File: config.mk
export PLATFORM = sky130hd
export DESIGN_NAME = bp_be_fe_queue_buffer_flat
export DESIGN_NICKNAME = d
export VERILOG_FILES = /design/src/rtl/bp_be_fe_queue_buffer_pkg.sv /design/src/rtl/bp_be_fe_queue_buffer_if.sv /design/src/rtl/bp_be_fe_queue_ptrs.sv /design/src/rtl/bsg_mem_1r1w.sv /design/src/rtl/bp_be_fe_queue_buffer.sv /design/src/flat_wrapper.sv
export SDC_FILE = /design/constraint.sdc
export NUM_CORES = 1
export LEC_CHECK = 0
export CAP_MARGIN = 20
export CORE_AREA = 2 2 216 218
export DETAILED_ROUTE_END_ITERATION = 10
export DIE_AREA = 0 0 218 220
export PLACE_DENSITY = 0.84
export SLEW_MARGIN = 20
export SYNTH_ARGS = -nofsm -noshare
export SYNTH_HDL_FRONTEND = slang
export SYNTH_SLANG_ARGS = --single-unit
File: constraint.sdc
create_clock -name clk_i -period 15.75 [get_ports clk_i]
set_input_delay 2.3625 -clock clk_i [delete_from_list [all_inputs] [get_ports clk_i]]
set_output_delay 2.3625 -clock clk_i [all_outputs]
set_load 0.05 [all_outputs]
File: src/rtl/bp_be_fe_queue_buffer_pkg.sv
// Shared types for the BE-side FE queue buffer.
// Packet layout matches the default core configuration.
package bp_be_fe_queue_buffer_pkg;

    typedef enum logic {
        e_bp_default_cfg,
        e_bp_unicore_cfg
    } bp_params_e;

    typedef enum logic [1:0] {
        e_fe_fetch     = 2'd0,
        e_fe_exception = 2'd1
    } bp_fe_msg_e;

    localparam int vaddr_width_gp = 39;
    localparam int instr_width_gp = 32;
    localparam int bmeta_width_gp = 12;

    typedef struct packed {
        bp_fe_msg_e                msg_type;
        logic [vaddr_width_gp-1:0] pc;
        logic [instr_width_gp-1:0] instr;
        logic [bmeta_width_gp-1:0] branch_metadata;
    } bp_fe_queue_s;

endpackage

File: src/rtl/bp_be_fe_queue_buffer_if.sv
// Valid/ready packet channel between FE, queue buffer and BE.
// rdy is ready_and on the enqueue side and yumi on the dequeue side.
interface bp_be_fe_queue_buffer_if;
    import bp_be_fe_queue_buffer_pkg::*;

    bp_fe_queue_s data;
    logic         v;
    logic         rdy;

    modport master (output data, output v, input rdy);
    modport slave  (input data, input v, output rdy);

endinterface

File: src/rtl/bp_be_fe_queue_ptrs.sv
// Write/read/commit pointers with wrap bits, full/empty and
// the clear > roll > normal update priority.
module bp_be_fe_queue_ptrs #(
    parameter int els_p         = 8,
    localparam int ptr_width_lp = $clog2(els_p) + 1
) (
    input  logic                    clk_i,
    input  logic                    reset_i,
    input  logic                    enq_v_i,
    input  logic                    yumi_i,
    input  logic                    commit_i,
    input  logic                    roll_i,
    input  logic                    clr_i,
    output logic                    ready_and_o,
    output logic                    enq_o,
    output logic                    v_o,
    output logic                    empty_o,
    output logic [ptr_width_lp-2:0] waddr_o,
    output logic [ptr_width_lp-2:0] raddr_o
);

    localparam int msb_lp = ptr_width_lp - 1;

    typedef logic [ptr_width_lp-1:0] ptr_t;

    ptr_t wptr_q, wptr_d;
    ptr_t rptr_q, rptr_d;
    ptr_t cptr_q, cptr_d;
    ptr_t rptr_nxt;
    ptr_t cptr_inc;
    logic full;

    // Slots are reclaimed only by commit, so fullness is wptr vs cptr.
    assign full = (wptr_q[msb_lp-1:0] == cptr_q[msb_lp-1:0])
                & (wptr_q[msb_lp] != cptr_q[msb_lp]);

    assign ready_and_o = ~full & ~clr_i;
    assign enq_o       = enq_v_i & ready_and_o;
    assign v_o         = (rptr_q != wptr_q);
    assign empty_o     = ~v_o;
    assign waddr_o     = wptr_q[msb_lp-1:0];
    assign raddr_o     = rptr_q[msb_lp-1:0];

    assign rptr_nxt = rptr_q + ptr_t'(yumi_i);
    assign cptr_inc = cptr_q + ptr_t'(commit_i);

    always_comb begin
        wptr_d = wptr_q + ptr_t'(enq_o);
        rptr_d = rptr_nxt;
        cptr_d = cptr_inc;
        if (clr_i) begin
            rptr_d = wptr_q;
            cptr_d = wptr_q;
        end else if (roll_i) begin
            rptr_d = cptr_inc;
        end
    end

    always_ff @(posedge clk_i) begin
        if (reset_i) begin
            wptr_q <= '0;
            rptr_q <= '0;
            cptr_q <= '0;
        end else begin
            wptr_q <= wptr_d;
            rptr_q <= rptr_d;
            cptr_q <= cptr_d;
        end
    end

`ifndef SYNTHESIS
    always_ff @(posedge clk_i) begin
        if (!reset_i) begin
            assert (!(yumi_i && !v_o))
                else $error("fe_queue: yumi without valid");
            assert (!(commit_i && !clr_i && !roll_i && cptr_q == rptr_nxt))
                else $error("fe_queue: commit with nothing dequeued");
        end
    end
`endif

endmodule

File: src/rtl/bsg_mem_1r1w.sv
// One write port, one asynchronous read port register file.
// Contents are intentionally left unreset.
module bsg_mem_1r1w #(
    parameter int width_p                = 8,
    parameter int els_p                  = 8,
    parameter bit read_write_same_addr_p = 1'b0,
    localparam int addr_width_lp         = $clog2(els_p)
) (
    input  logic                     w_clk_i,
    input  logic                     w_v_i,
    input  logic [addr_width_lp-1:0] w_addr_i,
    input  logic [width_p-1:0]       w_data_i,
    input  logic                     r_v_i,
    input  logic [addr_width_lp-1:0] r_addr_i,
    output logic [width_p-1:0]       r_data_o
);

    logic [width_p-1:0] mem_q [els_p];

    always_ff @(posedge w_clk_i) begin
        if (w_v_i) begin
            mem_q[w_addr_i] <= w_data_i;
        end
    end

    assign r_data_o = mem_q[r_addr_i];

`ifndef SYNTHESIS
    always_ff @(posedge w_clk_i) begin
        if (!read_write_same_addr_p && w_v_i && r_v_i) begin
            assert (w_addr_i != r_addr_i)
                else $error("bsg_mem_1r1w: read/write same address");
        end
    end
`endif

endmodule

File: src/rtl/bp_be_fe_queue_buffer.sv
// BE-side fetch queue: storage plus handshake glue around the
// speculative-dequeue pointer block.
module bp_be_fe_queue_buffer
    import bp_be_fe_queue_buffer_pkg::*;
#(
    parameter bp_params_e bp_params_p = e_bp_default_cfg,
    parameter int els_p               = 8,
    localparam int fe_queue_width_lp  = $bits(bp_fe_queue_s),
    localparam int ptr_width_lp       = $clog2(els_p) + 1
) (
    input  logic                      clk_i,
    input  logic                      reset_i,
    bp_be_fe_queue_buffer_if.slave    fe_in,
    bp_be_fe_queue_buffer_if.master   fe_out,
    input  logic                      commit_i,
    input  logic                      roll_i,
    input  logic                      clr_i,
    output logic                      empty_o
);

    logic                         enq;
    logic [ptr_width_lp-2:0]      waddr;
    logic [ptr_width_lp-2:0]      raddr;
    logic [fe_queue_width_lp-1:0] rdata;

    bp_be_fe_queue_ptrs #(
        .els_p(els_p)
    ) ptrs (
        .clk_i      (clk_i),
        .reset_i    (reset_i),
        .enq_v_i    (fe_in.v),
        .yumi_i     (fe_out.rdy),
        .commit_i   (commit_i),
        .roll_i     (roll_i),
        .clr_i      (clr_i),
        .ready_and_o(fe_in.rdy),
        .enq_o      (enq),
        .v_o        (fe_out.v),
        .empty_o    (empty_o),
        .waddr_o    (waddr),
        .raddr_o    (raddr)
    );

    // Writes are gated by reset so a packet offered then is dropped.
    bsg_mem_1r1w #(
        .width_p               (fe_queue_width_lp),
        .els_p                 (els_p),
        .read_write_same_addr_p(1'b0)
    ) mem (
        .w_clk_i (clk_i),
        .w_v_i   (enq & ~reset_i),
        .w_addr_i(waddr),
        .w_data_i(fe_in.data),
        .r_v_i   (fe_out.v),
        .r_addr_i(raddr),
        .r_data_o(rdata)
    );

    assign fe_out.data = bp_fe_queue_s'(rdata);

`ifndef SYNTHESIS
    always_ff @(posedge clk_i) begin
        if (!reset_i) begin
            assert (bp_params_p == e_bp_default_cfg)
                else $error("fe_queue: unsupported config");
            assert (!(fe_in.v && $isunknown(fe_in.data)))
                else $error("fe_queue: unknown packet while valid");
        end
    end
`endif

endmodule

File: src/flat_wrapper.sv
// flat-port wrapper written by rule: the top's interface ports become plain ports
module bp_be_fe_queue_buffer_flat import bp_be_fe_queue_buffer_pkg::*;
#(
    parameter bp_params_e bp_params_p = e_bp_default_cfg,
    parameter int els_p               = 8,
    localparam int fe_queue_width_lp  = $bits(bp_fe_queue_s),
    localparam int ptr_width_lp       = $clog2(els_p) + 1
)
  (clk_i, reset_i, commit_i, roll_i, clr_i, empty_o, fe_in_data, fe_in_v, fe_in_rdy, fe_out_data, fe_out_v, fe_out_rdy);
  bp_be_fe_queue_buffer_if fe_in_i ();
  bp_be_fe_queue_buffer_if fe_out_i ();
  input  logic clk_i;
  input  logic reset_i;
  input  logic commit_i;
  input  logic roll_i;
  input  logic clr_i;
  output logic empty_o;
  input wire logic [$bits(fe_in_i.data)-1:0] fe_in_data;
  input wire logic [$bits(fe_in_i.v)-1:0] fe_in_v;
  output wire logic [$bits(fe_in_i.rdy)-1:0] fe_in_rdy;
  output wire logic [$bits(fe_out_i.data)-1:0] fe_out_data;
  output wire logic [$bits(fe_out_i.v)-1:0] fe_out_v;
  input wire logic [$bits(fe_out_i.rdy)-1:0] fe_out_rdy;
  assign fe_in_i.data = fe_in_data;
  assign fe_in_i.v = fe_in_v;
  assign fe_in_rdy = fe_in_i.rdy;
  assign fe_out_data = fe_out_i.data;
  assign fe_out_v = fe_out_i.v;
  assign fe_out_i.rdy = fe_out_rdy;
  bp_be_fe_queue_buffer #(.bp_params_p(bp_params_p), .els_p(els_p)) u_core (.clk_i(clk_i), .reset_i(reset_i), .fe_in(fe_in_i), .fe_out(fe_out_i), .commit_i(commit_i), .roll_i(roll_i), .clr_i(clr_i), .empty_o(empty_o));
endmodule
==> flow_metrics.env <==
export IMPL_status="finished, final reports clean"
export IMPL_combPwrFrac_pct=7.9
export IMPL_die_x_um=218
export IMPL_power_density_nw_per_um2=126
export IMPL_cp_required_ns=13.39
export IMPL_synth_cell_types=29
export IMPL_wire_per_inst_um=26.1
export IMPL_ant_nets=0
export IMPL_pin_count=180
export IMPL_detail_route_iter0_violations=907
export IMPL_cp_max_fo=71
export IMPL_cts_buffers_inserted=68
export IMPL_synth_compound_area_share_pct=0.162
export IMPL_hold_end="u_core.ptrs.cptr_q[3]"
export IMPL_grt_busiest_layer="met2"
export IMPL_final_cell_mix="680 x edfxtp_1, 179 x clkdlybuf4s50_1, 170 x mux4_2"
export IMPL_synthCells=1071
export IMPL_grt_use_total_pct=21.9
export IMPL_avgViaCountPerCell=5.99
export IMPL_start_util_pct=57.2
export IMPL_drive_gt1_share_pct=28.5
export IMPL_synth_xor_area_share_pct=0.467
export IMPL_rr_worst_depth=6
export IMPL_leakage_nw=9.50
export IMPL_fin_nets=1388
export IMPL_worst_setup_path_start_kind="register"
export IMPL_ys_seq_area_share_pct=78.7
export IMPL_io_buffer_count=179
export IMPL_rows=79
export IMPL_hold_viol=0
export IMPL_worst_clock_skew_ns=0.0160
export IMPL_synth_area_per_cell_sq_um=24.5
export IMPL_clock_root_buffer="clkbuf_16"
export IMPL_r2r_start="u_core.ptrs.wptr_q[1]"
export IMPL_met2_usage_pct=38.3
export IMPL_yosys_warnings=0
export IMPL_cp_arrival_ns=4.62
export IMPL_totalNegativeSetupSlack_ns=0
export IMPL_core_area_sq_um=45900
export IMPL_end_kind="output pin"
export IMPL_power_frac_clock_pct=39.4
export IMPL_drc=0
export IMPL_yosysTopAreaCellShare_pct=77.8
export IMPL_post_cts_buffers=0
export IMPL_grt_pass1_vias=12600
export IMPL_cts_tree="built"
export IMPL_power_internal_mw=3.06
export IMPL_cts_buffer_depth=3
export IMPL_slew_viol_final=0
export IMPL_cts_resized=0
export IMPL_hp_class="register to register"
export IMPL_wl_um=51000
export IMPL_gp_congestion=0.748
export IMPL_p_sw_mw=0.822
export IMPL_cts_sinks=692
export IMPL_switching_share_pct=21.2
export IMPL_max_freq_mhz=143
export IMPL_vias=11700
export IMPL_gr_usage_met3_pct=3.93
export IMPL_rsz0062_at_grt="false"
export IMPL_ys_seq_elements=692
export IMPL_holdPathStages=2
export IMPL_max_cap_violations=0
export IMPL_clk_pin_slew_worst_paths_ns=0.06
export IMPL_fin_crit_ns=6.98
export IMPL_synth_top_area_cell="edfxtp_1"
export IMPL_final_common_cell="edfxtp_1"
export IMPL_layout_setup_ws_ns=8.77
export IMPL_synthAdderAreaFrac_pct=0.286
export IMPL_grt_max_degree=72
export IMPL_hpwl_um=27000
export IMPL_clock_latency_ns=0.58
export IMPL_power_mw=3.88
export IMPL_setup_viol=0
export IMPL_vdd_drop_max_mv=0.0960
export IMPL_path_class="register to output pin"
export IMPL_reg2reg_slack_ns=11.63
export IMPL_hold_start="u_core.ptrs.wptr_q[3]"
export IMPL_yosys_area_share_simple_pct=0.758
export IMPL_seqPwrFrac_pct=52.7
export IMPL_fp_dieH_um=220
export IMPL_first_pass_iters=5
export IMPL_antenna_found_initial=4
export IMPL_cts_hold_buffers=0
export IMPL_syn_to_final_growth_pct=17.6
export IMPL_gr_usage_met1_pct=28.7
export IMPL_synthMuxAreaShare_pct=18.4
export IMPL_tightest_slew_ns=1.03
export IMPL_grt_overflow=0
export IMPL_syn_nets=1169
export IMPL_r2r_end="u_core.mem.mem_q[7][13]"
export IMPL_h_tree_depth=3
export IMPL_period_share_pct=44.3
export IMPL_max_slew_margin_rel_pct=31.2
export IMPL_synth_top_family_by_area="multiplexers"
export IMPL_synth_area_leaders="edfxtp_1 78%, mux4_2 15%, mux2_2 3.6%"
export IMPL_grt_pass1_wl_um=77100
export IMPL_synth_area_sq_um=26200
export IMPL_hold_slack_ns=0.575
export IMPL_die_area_sq_um=48000
export IMPL_pre_cts_slack_ns=9.21
cells by family after synthesis:
family	count (synthesis)
flip-flops	692
multiplexers	259
buffers and inverters	56
AND/OR/NAND/NOR	37
XOR/XNOR	14
AO/OA/AOI/OAI	7
adder cells (fa/ha/maj)	6
metrics by stage:
step | util [%] | cell area [sq um] | cells
4_1_cts | 67.3 | 30900 | 1949
6_report | 67.3 | 30900 | 1952
2_1_floorplan | - | 26200 | 1071
3_3_place_gp | 62.7 | 28700 | 1827
5_1_grt | 67.3 | 30900 | 1950
3_5_place_dp | 62.7 | 28700 | 1827
flip-flops by register name (all words and copies together) (netlist names):
name,cells
u_core.ptrs.wptr_q,4
u_core.ptrs.rptr_q,4
u_core.mem.mem_q,680
u_core.ptrs.cptr_q,4
worst max-delay path: stages (launching register included):
cell and delay (ns):
dfxtp_4 0.71, buf_4 0.82, buf_4 0.93, mux4_2 0.42
mux2_2 0.28, clkdlybuf4s50_1 0.75
Yosys cell counts, drive strengths merged:
cell type / count
mux2i: 4
or3: 2
dfxtp: 12
nor4bb: 2
or3b: 1
ha: 6
xor2: 6
a31oi: 1
inv: 1
nand2: 3
buf: 34
a211o: 1
nand3b: 1
nand2b: 2
mux4: 170
nor2b: 2
nand3: 3
mux2: 85
nand4: 1
nor2: 15
o21a: 1
nor4b: 2
xnor2: 8
clkbuf: 21
edfxtp: 680
nor4: 3
a21oi: 4
per-layer routing:
| layer | wire length, um | share of wire, % |
|---|---|---|
| met5 | 15 | 0.029 |
| met1 | 19900 | 39 |
| met2 | 27100 | 53 |
| met4 | 981 | 1.9 |
| met3 | 3090 | 6.0 |
power by group through the flow:
stage / clock, mW / combinational, mW / sequential, mW
6_report: 1.53 / 0.305 / 2.05
5_1_grt: 1.63 / 0.322 / 2.05
4_1_cts: 1.56 / 0.310 / 2.05
3_5_place_dp: 0 / 0.307 / 2.09
3_3_place_gp: 0 / 0.302 / 2.08
2_1_floorplan: 0 / 0.206 / 2.08
worst max path at each step:
| stage | startpoint | endpoint | slack (ns) | cells after the start |
|---|---|---|---|---|
| floorplan | clr_i | u_core.mem.mem_q[5][0] | 3.33 | 3 |
| global placement | u_core.ptrs.rptr_q[0] | fe_out_data[22] | 9.23 | 5 |
| detailed placement | u_core.ptrs.rptr_q[0] | fe_out_data[33] | 9.21 | 5 |
| CTS | u_core.ptrs.rptr_q[0] | fe_out_data[22] | 8.58 | 5 |
| global route | u_core.ptrs.rptr_q[0] | fe_out_data[33] | 8.40 | 5 |
| finish | u_core.ptrs.rptr_q[1] | fe_out_data[6] | 8.77 | 5 |
layout make-up:
type / instances / area [sq um]
Antenna cell: 3 / 7.51
Tap cell: 607 / 759
Clock inverter: 35 / 268
Timing Repair Buffer: 204 / 1980
Sequential cell: 692 / 20700
Clock buffer: 87 / 1840
Multi-Input combinational cell: 323 / 5340
Inverter: 1 / 3.75
Fill cell: 2817 / 15000
No activity file was read; power rests on OpenSTA's default activity.
